==> src/rtl/utlb_pkg.sv <==
// Shared types and constants for the uTLB refill path.
package utlb_pkg;

  localparam int unsigned UTLB_ENTRIES = 32;
  localparam int unsigned UTLB_IDX_W   = 5;
  localparam int unsigned UTLB_VPN_W   = 27;
  localparam int unsigned UTLB_PPN_W   = 28;

  typedef enum logic [1:0] {
    StIdle,
    StPtwReq,
    StPtwWait,
    StWrite
  } refill_state_e;

  // Index of the lowest set bit; 0 when the vector is empty.
  function automatic logic [UTLB_IDX_W-1:0] lowest_set(input logic [UTLB_ENTRIES-1:0] vec);
    logic [UTLB_IDX_W-1:0] idx;
    idx = '0;
    for (int i = UTLB_ENTRIES - 1; i >= 0; i--) begin
      if (vec[i]) idx = UTLB_IDX_W'(i);
    end
    return idx;
  endfunction

endpackage

==> src/rtl/utlb_victim_sel.sv <==
// Victim choice: lowest invalid entry first, else the PLRU pick (lowest set bit).
module utlb_victim_sel
  import utlb_pkg::*;
(
  input  logic [UTLB_ENTRIES-1:0] entry_vld,
  input  logic [UTLB_ENTRIES-1:0] plru_iutlb_ref_num,
  output logic [UTLB_IDX_W-1:0]   victim_idx,
  output logic                    use_invalid
);

  always_comb begin
    use_invalid = ~&entry_vld;
    victim_idx  = use_invalid ? lowest_set(~entry_vld) : lowest_set(plru_iutlb_ref_num);
  end

endmodule

==> src/rtl/utlb_refill_ctrl.sv <==
// uTLB refill controller: accepts misses, issues page-table walks, writes the victim entry.
module utlb_refill_ctrl
  import utlb_pkg::*;
#(
  parameter int unsigned ENTRIES   = UTLB_ENTRIES,
  parameter int unsigned VPN_WIDTH = UTLB_VPN_W,
  parameter int unsigned PPN_WIDTH = UTLB_PPN_W
) (
  input  logic                  forever_cpuclk,
  input  logic                  cpurst,
  input  logic                  miss_req_vld,
  input  logic [VPN_WIDTH-1:0]  miss_req_vpn,
  output logic                  miss_req_rdy,
  input  logic                  flush,
  output logic                  ptw_req_vld,
  output logic [VPN_WIDTH-1:0]  ptw_req_vpn,
  input  logic                  ptw_req_rdy,
  input  logic                  ptw_resp_vld,
  input  logic                  ptw_resp_fault,
  input  logic [PPN_WIDTH-1:0]  ptw_resp_ppn,
  input  logic [ENTRIES-1:0]    plru_iutlb_ref_num,
  output logic                  utlb_plru_refill_on,
  output logic                  utlb_plru_refill_vld,
  output logic [ENTRIES-1:0]    entry_vld,
  output logic                  refill_wen,
  output logic [UTLB_IDX_W-1:0] refill_idx,
  output logic [VPN_WIDTH-1:0]  refill_vpn,
  output logic [PPN_WIDTH-1:0]  refill_ppn,
  output logic                  miss_done_vld,
  output logic                  miss_done_fault
);

  refill_state_e          state_q;
  logic [VPN_WIDTH-1:0]   vpn_q;
  logic [PPN_WIDTH-1:0]   ppn_q;
  logic                   kill_q;
  logic                   done_vld_q;
  logic                   done_fault_q;
  logic [ENTRIES-1:0]     entry_vld_q;
  logic [UTLB_IDX_W-1:0]  victim_idx;
  logic                   victim_use_invalid;
  logic                   kill_now;

  utlb_victim_sel u_victim_sel (
    .entry_vld          (entry_vld_q),
    .plru_iutlb_ref_num (plru_iutlb_ref_num),
    .victim_idx         (victim_idx),
    .use_invalid        (victim_use_invalid)
  );

  // A flush in the response cycle kills the walk just like an earlier one.
  assign kill_now = kill_q | flush;

  always_ff @(posedge forever_cpuclk or posedge cpurst) begin
    if (cpurst) begin
      state_q      <= StIdle;
      vpn_q        <= '0;
      ppn_q        <= '0;
      kill_q       <= 1'b0;
      done_vld_q   <= 1'b0;
      done_fault_q <= 1'b0;
      entry_vld_q  <= '0;
    end else begin
      done_vld_q   <= 1'b0;
      done_fault_q <= 1'b0;
      // Replacing an already-valid entry leaves the valid vector unchanged.
      if (flush) begin
        entry_vld_q <= '0;
      end else if (state_q == StWrite && victim_use_invalid) begin
        entry_vld_q[victim_idx] <= 1'b1;
      end
      unique case (state_q)
        StIdle: begin
          kill_q <= 1'b0;
          if (miss_req_vld) begin
            vpn_q   <= miss_req_vpn;
            state_q <= StPtwReq;
          end
        end
        StPtwReq: begin
          if (flush) kill_q <= 1'b1;
          if (ptw_req_rdy) state_q <= StPtwWait;
        end
        StPtwWait: begin
          if (flush) kill_q <= 1'b1;
          if (ptw_resp_vld) begin
            ppn_q      <= ptw_resp_ppn;
            done_vld_q <= 1'b1;
            if (ptw_resp_fault || kill_now) begin
              done_fault_q <= ptw_resp_fault & ~kill_now;
              state_q      <= StIdle;
            end else begin
              state_q <= StWrite;
            end
          end
        end
        StWrite: state_q <= StIdle;
        default: state_q <= StIdle;
      endcase
    end
  end

  always_comb begin
    miss_req_rdy         = (state_q == StIdle);
    ptw_req_vld          = (state_q == StPtwReq);
    ptw_req_vpn          = vpn_q;
    utlb_plru_refill_on  = (state_q != StIdle);
    refill_wen           = (state_q == StWrite) & ~flush;
    utlb_plru_refill_vld = refill_wen;
    refill_idx           = (state_q == StWrite) ? victim_idx : '0;
    refill_vpn           = vpn_q;
    refill_ppn           = ppn_q;
    entry_vld            = entry_vld_q;
    miss_done_vld        = done_vld_q;
    miss_done_fault      = done_fault_q;
  end

endmodule

==> config.mk <==
export PLATFORM = sky130hd
export DESIGN_NAME = utlb_refill_ctrl
export DESIGN_NICKNAME = d
export VERILOG_FILES = /design/src/rtl/utlb_pkg.sv /design/src/rtl/utlb_victim_sel.sv /design/src/rtl/utlb_refill_ctrl.sv
export SDC_FILE = /design/constraint.sdc
export NUM_CORES = 1
export LEC_CHECK = 0
export CAP_MARGIN = 30
export CORE_UTILIZATION = 40
export DETAILED_ROUTE_END_ITERATION = 8
export PLACE_DENSITY = 0.79
export SLEW_MARGIN = 20
export SYNTH_ARGS = -nofsm -noshare
export SYNTH_HDL_FRONTEND = slang
export SYNTH_HIERARCHICAL = 1
export SYNTH_SLANG_ARGS = --single-unit
export TNS_END_PERCENT = 20
==> constraint.sdc <==
create_clock -name forever_cpuclk -period 3.8 [get_ports forever_cpuclk]
set_clock_uncertainty 0.1 [all_clocks]
set_input_delay 0.38 -clock forever_cpuclk [delete_from_list [all_inputs] [get_ports forever_cpuclk]]
set_output_delay 0.38 -clock forever_cpuclk [all_outputs]
set_load 0.02 [all_outputs]
Word level (Yosys, flattened, before mapping)
Index checks and enable logic that the tools add are counted.
W data, S select, Z words.

word-level totals
  output and inout bits = 126
  input bits = 94
  logic and storage cells = 119
  register bits = 92

cells by class
  magnitude comparators = 2
  reduce and logical (&&, ||, !) cells = 14
  bitwise operators = 7
  equality and inequality tests = 7
  mux-type cells = 82

operator list
  kind                  number
  $mux W5               66
  $mux W32              2
  $not A32 Y32          1
  $or A32 B32 Y32       1
  $reduce_and A32 Y1    1
  $mux W2               4
  $pmux W2 S4           1
  $mux W1               7
  $lt A5 B6 Y1 const B  1
  $reduce_and A2 Y1     3
  $reduce_bool A2 Y1    3
  $demux W1 S5          1
  $ge A5 B1 Y1 const B  1
  $eq A2 B2 Y1 const B  2
  $ne A2 B1 Y1 const B  2
  $ne A2 B2 Y1 const B  2
  $reduce_and A3 Y1     1
  $and A1 B1 Y1         2
  $eq A2 B1 Y1 const B  1
  $logic_and A1 B1 Y1   2
  $logic_not A2 Y1      1
  $not A1 Y1            2
  $pmux W1 S2           1
  $reduce_or A2 Y1      1
  3 further kinds       3

Longest topological paths before layout
  depth in word-level cells = 41
  depth in mapped cells = 9
  gate-level depth less buffers = 8

Hierarchy
The synthesis kept the hierarchy.

by module, submodules not included
  module            area an instance (um^2)  cells each  seq. area each (um^2)  instances
  utlb_refill_ctrl  3798.6                   295         2302.2                 1
  utlb_victim_sel   817.0                    139         0.0                    1

Worst setup path before layout
OpenSTA, ideal clock, no wires.

  kind = reg-to-output
  start = reg entry_vld_q[8], in the netlist entry_vld[8]
  end = out refill_idx[4]
  data arrival time = 2.251 ns
  cell stages (with the launch flop) = 7
  slack = 1.069 ns
  cell sequence = dfrtp_1 nand4_1 or4_4 nor4b_2 nand4_1 o22ai_1 and2_1

between the ends
  cells in the longest elaborated chain, start to end = 12
  elaborated cells on any way between the ends = 13
  classes of those cells = mux: 11; bitwise: 1; reduce/logical: 1

ends and longest elaborated chain
  what                               RTL line                 RTL
  from (decl)                        utlb_refill_ctrl.sv:39   logic [ENTRIES-1:0] entry_vld_q;
  from (signal assigned)             utlb_refill_ctrl.sv:62   entry_vld_q <= '0;
  from (signal assigned)             utlb_refill_ctrl.sv:68   entry_vld_q <= '0;
  from (signal, indexed assignment)  utlb_refill_ctrl.sv:70   entry_vld_q[victim_idx] <= 1'b1;
  $not A32 Y32                       utlb_victim_sel.sv:13    victim_idx = use_invalid ? lowest_set(~entry_vld) : lowest_set(plru_iutlb_ref_num);
  $mux W5 (9 in series)              utlb_pkg.sv:21           if (vec[i]) idx = UTLB_IDX_W'(i);
  $mux W5 (*)                        utlb_victim_sel.sv:13
  net victim_idx[4]                  utlb_refill_ctrl.sv:40   logic [UTLB_IDX_W-1:0] victim_idx;
  $mux W5 (*)                        utlb_refill_ctrl.sv:110  refill_idx = (state_q == StWrite) ? victim_idx : '0;
  to (decl)                          utlb_refill_ctrl.sv:26   output logic [UTLB_IDX_W-1:0] refill_idx,

The timed path passes the listed nets; every way through them passes the cells marked *.

Worst setup path in the final report
  start = reg entry_vld_q[18], in the netlist entry_vld[18]
  end = out refill_idx[4]

between the ends
  cells in the longest elaborated chain, start to end = 22
  elaborated cells on any way between the ends = 23
  classes of those cells = mux: 21; bitwise: 1; reduce/logical: 1

ends and longest elaborated chain
  what                    RTL line
  $not A32 Y32            utlb_victim_sel.sv:13
  $mux W5 (19 in series)  utlb_pkg.sv:21
  $mux W5 (*)             utlb_victim_sel.sv:13
  net victim_idx[4]       utlb_refill_ctrl.sv:40
  $mux W5 (*)             utlb_refill_ctrl.sv:110

Marks and branches as above.

==> results_dict.tcl <==
set metrics [dict create \
    status "completed" \
    synth_compound_area_frac 0.1101 \
    crit_path_end "refill_idx[4]" \
    synth_edf_count 0 \
    worstRegToRegCells 9 \
    ir_drop_uv 624.3 \
    postCtsSetupRepairBufs 0 \
    max_freq_mhz 277.0 \
    hold_violations 0 \
    seq_area_frac_synth 0.4988 \
    first_iter_violations 131 \
    synth-xor-area-share 0 \
    synth_fp_nets 532 \
    synth_top_family_by_area "simple AND/OR/NAND/NOR gates" \
    fp.dieW_um 109.4 \
    clk_path_buf_depth 2 \
    combPwrFrac 0.498 \
    finalSetupTns_ns 0 \
    power_mw 4.798 \
    start_util 0.4184 \
    holdWs_ns 0.1781 \
    gp_congestion 0.9157 \
    grt_max_degree 49 \
    num_io_pins 220 \
    grt_use_total 0.2245 \
    worst_pin_slew_ns 0.5920 \
    overflow 0 \
    synthFlopType "dfrtp_1" \
    dpl.hpwl_um 10220 \
    ys.warnings.count 6 \
    crit_type "reg2out" \
    routed_wl_um 13370 \
    syn_area_um2 4616 \
    core_um2 11030 \
    synthSimpleGateAreaFrac 0.1721 \
    maxCapViolCount 0 \
    drtPass1Iterations 4 \
    hold_class "in2async" \
    clock_latency_ns 0.33 \
    rr_endpoint "entry_vld[18]" \
    switchingPower_mw 1.770 \
    pwr-share-clk 0.182 \
    tritoncts "yes" \
    root_buffer "clkbuf_16" \
    cts_sinks 92 \
    syn_inst 434 \
    p_sw_frac 0.3688 \
    fin_crit_sh 0.9500 \
    crit_start "entry_vld[18]" \
    postCtsHoldBufs 0 \
    crit_path_max_fanout 9 \
    slew_viol_final 0 \
    nets 730 \
    seqPwrFrac 0.320 \
    antenna_found_initial 0 \
    syn_to_final_growth_pct 53.40 \
    route.detailed.drc 0 \
    synthMuxAreaShare 0.1342 \
    clk_pin_slew_ns 0.07 \
    wire_per_inst_um 17.21 \
    yosys.area_share.adder 0.01084 \
    grt_setup_unrepaired "false" \
    drive_above_1_share 0.1413 \
    r2r_slack_ns 0.88 \
    ant_nets 0 \
    detailroute.via_count 4132 \
    cp-start-kind "register" \
    cp.required_ns 3.32 \
    fin_util 0.6419 \
    p_per_area_nw_per_um2 677.6 \
    p_int_mw 3.028 \
    leakagePower_nw 2.886 \
    postCtsResizedCells 0 \
    vias_per_cell 5.318 \
    die_h_um 109.4 \
    antenna_cells 0 \
    grt_pass1_vias 4125 \
    portBuffers 219 \
    post-route-min-period_ns 3.610 \
    place_ws_ns 0.4964 \
    synth-seq-cells 92 \
    nFillCells 901 \
    critical_path_arrival_ns 3.13 \
    grt_first_pass_wirelength_um 20660 \
    ys_async_sr_fraction 1.000 \
    slew_headroom 0.6017 \
    end_kind "primary output" \
    ys_types 54 \
    timing.rr.start "entry_vld[18]" \
    cts_buffers 9 \
    setup_viol 0 \
    row_count 38 \
    syn_area_per_cell_um2 10.64 \
    cts_max_level 3 \
    setup_slack_ns 0.1900 \
    die_area_um2 11970 \
]
## placed cells by master, fill, tap and decap left out, types with 4 or more instances in the layout
cell | netlist | layout
nand3_1 | 6 | 6
and2_1 | 6 | 6
nand2b_1 | 4 | 4
nor3_1 | 5 | 5
nor2b_1 | 5 | 5
buf_4 | 28 | 8
clkbuf_16 | 0 | 9
and3_1 | 5 | 5
nor2_1 | 54 | 54
dfrtp_1 | 92 | 92
nor4_1 | 5 | 5
ha_1 | 4 | 4
nand2_1 | 19 | 19
a31oi_1 | 4 | 4
o21ai_0 | 9 | 9
mux2_2 | 55 | 55
a21oi_1 | 43 | 43
o21ai_1 | 4 | 4
inv_1 | 14 | 13
clkdlybuf4s50_1 | 0 | 219
nand4_1 | 11 | 11
## worst min-delay path by stage
| stage | to | slack [ns] | start | cells after the start |
|---|---|---|---|---|
| 6_report | refill_ppn[27] | 0.18 | cpurst | 2 |
| 5_1_grt | refill_ppn[25] | 0.21 | cpurst | 2 |
| 4_1_cts | refill_ppn[19] | 0.41 | refill_ppn[19] | 1 |
| 3_5_place_dp | refill_ppn[16] | 0.39 | refill_ppn[16] | 1 |
| 3_3_place_gp | refill_ppn[7] | 0.39 | refill_ppn[7] | 1 |
| 2_1_floorplan | kill_q | 0.42 | kill_q | 2 |
## stage by stage
step           area, µm²  cells
3_3_place_gp        6755    760
2_1_floorplan       4616    434
4_1_cts             7052    776
6_report            7081    777
3_5_place_dp        6755    760
5_1_grt             7081    777
## kinds of logic after synthesis
group / Yosys count
and+or+nand+nor: 144
muxes: 55
DFF: 92
buffers and inverters: 55
adders and majority gates: 4
AOI/OAI and AO/OA: 84
## worst max-delay path: stages, from the launching register on
cell	delay, ns
dfrtp_1	0.47
nand4_1	0.23
nor4_4	0.51
nor4b_4	0.33
nand4_1	0.16
o22ai_1	0.17
buf_4	0.19
and2_1	0.13
clkdlybuf4s50_1	0.59
## layer usage
| metal | routed length (µm) | GRT usage | share of wire | vias to the layer above |
|---|---|---|---|---|
| li1 | - | - | - | 1926 |
| met1 | 4876 | 0.2577 | 0.36 | 2021 |
| met2 | 7056 | 0.3908 | 0.53 | 169 |
| met3 | 1289 | 0.08832 | 0.096 | 16 |
| met4 | 151 | 0.05524 | 0.011 | 0 |
| met5 | 0 | 0 | 0 | - |
## sequential cells by signal, indices dropped and copies added, names as in the netlist
register / count
refill_ppn: 28
miss_done_fault: 1
kill_q: 1
ptw_req_vpn: 27
miss_done_vld: 1
state_q: 2
entry_vld: 32
## power by group through the flow
stage	Combinational, mW	Clock, mW	Sequential [mW]
after floorplan	1.02	0	1.90
after global placement	2.36	0	1.53
after detailed placement	2.39	0	1.56
after CTS	2.41	0.889	1.54
after global routing	2.52	0.936	1.58
final	2.39	0.873	1.54
## area by class of cell
class / count / area [µm²] / area share
clock buffers: 10 / 239.0 / 0.03375
repair buffers: 228 / 2272 / 0.3209
inverters: 14 / 53.80 / 0.007599
well taps: 140 / 175.2 / 0.02474
flip-flops and latches: 92 / 2302 / 0.3251
clock inverters: 6 / 57.56 / 0.008129
multi-input cells: 287 / 1981 / 0.2797
## cells in the mapped netlist, types with 4 or more instances
cell	count	area share
dfrtp_1	92	0.50
mux2_2	55	0.13
nor2_1	54	0.044
a21oi_1	43	0.047
buf_4	28	0.046
nand2_1	19	0.015
inv_1	14	0.011
nand4_1	11	0.015
o21ai_0	9	0.0098
buf_2	8	0.0087
and2_1	6	0.0081
nand3_1	6	0.0065
and3_1	5	0.0068
nor2b_1	5	0.0068
nor3_1	5	0.0054
nor4_1	5	0.0068
a31oi_1	4	0.0054
ha_1	4	0.011
nand2b_1	4	0.0054
o21ai_1	4	0.0043
(Power assumes the default switching activity.)
